### src/rtl/legv8_regfile.sv
// LEGv8 architectural register file with write-through bypass, XZR handling,
// and the NZCV status register with B.cond evaluation.
module legv8_regfile #(
  parameter int unsigned DATA_W   = 64,
  parameter int unsigned ADDR_W   = 5,
  parameter int unsigned ZERO_REG = 31
) (
  input  logic              clock,
  input  logic              reset,
  input  logic [ADDR_W-1:0] SA,
  input  logic [ADDR_W-1:0] SB,
  input  logic [ADDR_W-1:0] DA,
  input  logic [DATA_W-1:0] D,
  input  logic              W,
  output logic [DATA_W-1:0] A,
  output logic [DATA_W-1:0] B,
  input  logic [3:0]        status_in,
  input  logic              SL,
  output logic [3:0]        status,
  input  logic [3:0]        cond,
  output logic              cond_true
);

  localparam int unsigned NumRegs = 2 ** ADDR_W;
  localparam logic [ADDR_W-1:0] ZeroAddr = ADDR_W'(ZERO_REG);

  logic [DATA_W-1:0] regs_q [NumRegs];
  logic [3:0]        status_q;
  logic              wr_en;

  assign wr_en = W && (DA != ZeroAddr);

  always_ff @(posedge clock) begin
    if (reset) begin
      for (int i = 0; i < NumRegs; i++) begin
        regs_q[i] <= '0;
      end
      status_q <= 4'b0000;
    end else begin
      if (wr_en) begin
        regs_q[DA] <= D;
      end
      if (SL) begin
        status_q <= status_in;
      end
    end
  end

  // Zero register wins over bypass; bypass wins over stored contents.
  always_comb begin
    A = '0;
    if (SA != ZeroAddr) begin
      A = (wr_en && (SA == DA)) ? D : regs_q[SA];
    end
  end

  always_comb begin
    B = '0;
    if (SB != ZeroAddr) begin
      B = (wr_en && (SB == DA)) ? D : regs_q[SB];
    end
  end

  assign status = status_q;

  logic flag_v, flag_c, flag_n, flag_z;
  assign {flag_v, flag_c, flag_n, flag_z} = status_q;

  always_comb begin
    cond_true = 1'b1;
    case (cond)
      4'd0:    cond_true = flag_z;
      4'd1:    cond_true = !flag_z;
      4'd2:    cond_true = flag_c;
      4'd3:    cond_true = !flag_c;
      4'd4:    cond_true = flag_n;
      4'd5:    cond_true = !flag_n;
      4'd6:    cond_true = flag_v;
      4'd7:    cond_true = !flag_v;
      4'd8:    cond_true = flag_c && !flag_z;
      4'd9:    cond_true = !(flag_c && !flag_z);
      4'd10:   cond_true = (flag_n == flag_v);
      4'd11:   cond_true = (flag_n != flag_v);
      4'd12:   cond_true = !flag_z && (flag_n == flag_v);
      4'd13:   cond_true = !(!flag_z && (flag_n == flag_v));
      default: cond_true = 1'b1;
    endcase
  end

endmodule

### config.mk
export PLATFORM = sky130hd
export DESIGN_NAME = legv8_regfile
export DESIGN_NICKNAME = d
export VERILOG_FILES = /design/src/rtl/legv8_regfile.sv
export SDC_FILE = /design/constraint.sdc
export NUM_CORES = 2
export LEC_CHECK = 0
export CAP_MARGIN = 20
export CELL_PAD_IN_SITES_DETAIL_PLACEMENT = 1
export CELL_PAD_IN_SITES_GLOBAL_PLACEMENT = 1
export CORE_MARGIN = 3
export CORE_UTILIZATION = 45
export CTS_BUF_LIST = sky130_fd_sc_hd__clkbuf_8
export DETAILED_ROUTE_END_ITERATION = 7
export MAX_ROUTING_LAYER = met4
export PLACE_DENSITY_LB_ADDON = 0.1
export RECOVER_POWER = 100
export SYNTH_ARGS = -nofsm -noshare
export SYNTH_HDL_FRONTEND = slang
export SYNTH_SLANG_ARGS = --single-unit
### constraint.sdc
create_clock -name clock -period 2.9 [get_ports clock]
set_input_delay 0.435 -clock clock [delete_from_list [all_inputs] [get_ports clock]]
set_output_delay 0.435 -clock clock [all_outputs]
set_load 0.02 [all_outputs]
==> impl_metrics.toml <==
[synth]
syn_avg_cell_area_um2 = 14.68
ys_async_sr_fraction = 0
ys_seq_area_frac = 0.5617
yosysWarnings = 0
synthCells = 7468
synth.distinct_cells = 72
synth-seq-cells = 2052
syn_area_um2 = 109600
synth_edf_count = 2048
synth_ff_type = "edfxtp_1"

[clock_tree]
clock_sinks = 2052
clock_latency_ns = 1.12
path_clk_slew_ns = 0.06
cts_tree = "yes"
numCtsBuffers = 376
cts-root-buf = "clkbuf_8"
h-tree-depth = 5
clockBufferDepth = 4

[sta]
worst_slew_pin_slew_ns = 2.198
hold-worst-slack_ns = 0.1290
setup_violations = 2402
timing.final.hold_violations = 0
setup_ws_ns = -0.7025
maxSlewViolCount = 501
timing.slew.headroom = -0.4650
min_period_over_period = 1.242
fmax_mhz = 277.6
period_needed_ns = 3.603
rsz0062_at_grt = "true"
skew_ns = 0

[routing]
ant_nets = 0
avgRoutedWirePerCell_um = 42.91
firstDrtPassIters = 6
routed_wl_um = 513000
routed_via_density = 6.968
drcViolationCount = 0
dr_total_vias = 83300
drtIter0Drc = 14280

[setup_path]
crit_chain = "mux2_4 > a221o_1 > a221oi_4 > nor4_2 > a32o_2 > buf_6"
cp-start-kind = "register"
critPathKind = "reg -> out"
r2r-start = "status[1]$_SDFFE_PP0P_"
slowest_stage = "edfxtp_1"
crit_fanout = 2
slowest_delay_ns = 0.41
end_kind = "primary output"
required_ns = 2.47
timing.rr.end = "status[1]$_SDFFE_PP0P_"
r2r_slack_ns = 2.12
r2r_cells = 2
arrival_ns = 3.17

[pwr]
vdd.ir_drop.worst_v = 0.0004149
power.leakage_uw = 0.04757
p_per_area_nw_per_um2 = 548.3

[final_layout]
finalNetCount = 8558
final_common_cell = "edfxtp_1"
fin_area_um2 = 133500
layout_common_cells = "edfxtp_1 (2,048), and2_1 (1,204), mux4_2 (795), and2_0 (785), buf_4 (737)"
area_growth_syn_to_layout_pct = 21.80
drive_above_1_share = 0.3542
fillers = 22840

[floorplanning]
num_io_pins = 224
core-area_um2 = 241400
dieHeight_um = 499.6
die-area_um2 = 249600
die_width_um = 499.6
initial_core_util = 0.4541
num_rows = 180

[flow_run]
max-cap-violations = 12

[placed_design]
routabilityCongestion = 0.9509
portBuffers = 223
postPlaceCellArea_um2 = 125800
post-dp-hpwl_um = 333200

[grt]
groute.usage.overall = 0.4171
met2_usage = 0.6060
grt_pass1_vias = 83770
grt_pass1_wl_um = 696600
grt-ovfl-total = 0
gr-usage-met1 = 0.5359
antenna_found_initial = 67
grt_max_degree = 80
top_usage_layer = "met2"
gr-usage-met3 = 0.1104

[outcome]
violations = "capacitance limit, slew limit, setup timing"
outcome = "complete, but fails checks"

[min_path]
hold_path_startpoint = "SL"
hold_depth = 3
hp-class = "in -> reg"
hold_path_end = "status[0]$_SDFFE_PP0P_"
-- kinds of logic (layout without fill, tap and decap cells) --
family,after synthesis,in the layout,share of synthesized area
compound gates,944,944,0.06338
simple gates,2351,2351,0.1294
flops,2052,2052,0.5617
buf+inv,848,2038,0.03689
mux,1258,1258,0.2075
xor+xnor,14,14,0.001119
other cells,1,113,0.00003421
-- worst max-delay path by stage --
stage                                  end                         start  cells after the start
6_report                             A[15]  regs_q[16][15]$_SDFFCE_PN0P_                      6
5_1_grt                              A[15]  regs_q[16][15]$_SDFFCE_PN0P_                      6
4_1_cts                              A[32]   regs_q[8][32]$_SDFFCE_PN0P_                      6
3_5_place_dp                         A[28]                         DA[3]                     13
3_3_place_gp                         B[57]                         SB[3]                     10
2_1_floorplan  regs_q[31][0]$_SDFFCE_PN0P_                         reset                      2
-- worst max-delay path: cells and delay by family, from the launching register on --
family                 cells  cell delay (ns)
buffers and inverters      1             0.14
AOI/OAI and AO/OA          3             1.07
muxes                      1             0.29
DFF                        1             0.41
and+or+nand+nor            1             0.11
-- timing repair --
action,4_1_cts,5_1_grt
endpoints found under the setup margin,129,129
endpoints found under the hold margin,46,0
hold buffers,5,0
gates resized for setup,1014,128
pin swaps,406,144
buffers inserted,63,23
cloned,1,0
-- sequential cells by signal (all words and copies together), names as in the netlist --
name / count
status: 4
regs_q: 2048
-- power by group --
group          internal [µW]  total, µW  switching (µW)
clock network          12700      25600           12900
logic                   5210      12400            7180
registers              34300      35300             961
total                  52200      73200           21000
-- cells in the mapped netlist (all sizes together), types with 28 or more instances --
library cell,instances,area (µm²)
a221oi,42,380.4
o221ai,148,1296
o22ai,45,281.5
and2,1992,12460
nor3,28,140.1
mux4,802,18120
mux2i,407,4074
nor2,99,376.6
o21ai,37,185.2
buf,277,1901
nand2,98,367.9
a22oi,286,2147
or2,40,250.2
clkbuf,563,2113
mux2,49,551.8
edfxtp,2048,61500
a21oi,187,935.9
a22o,62,543.0
-- final cells by class --
class | count | area [µm²] | area share
Clock inverter | 252 | 1219 | 0.009127
Timing Repair Buffer | 1398 | 14000 | 0.1049
Tap cell | 3185 | 3985 | 0.02984
Sequential cell | 2052 | 61580 | 0.4612
Multi-Input combinational cell | 4631 | 47350 | 0.3546
Clock buffer | 380 | 5230 | 0.03917
Inverter | 8 | 37.54 | 0.0002811
Antenna cell | 49 | 122.6 | 0.0009183
-- stage by stage --
stage	cells	setup slack, ns	utilization	TNS, ns	power, µW
global placement	11260	-1.214	0.5211	-126.42	47070
finish	11960	-0.7025	0.5531	-312.41	73210
global route	11930	-0.7431	0.5528	-92.27	74900
CTS	11900	-0.6568	0.5588	-53.00	73040
floorplan	7531	0.01318	-	0	41040
detailed placement	11260	-1.242	0.5211	-127.41	47320
-- per-layer routing --
layer / wire, µm / vias to the layer above
met5: 0 / -
met2: 227800 / 7076
met3: 68230 / 1601
met4: 32250 / 0
met1: 184700 / 43700
li1: - / 30930
Power figures use the tool's default switching activity.
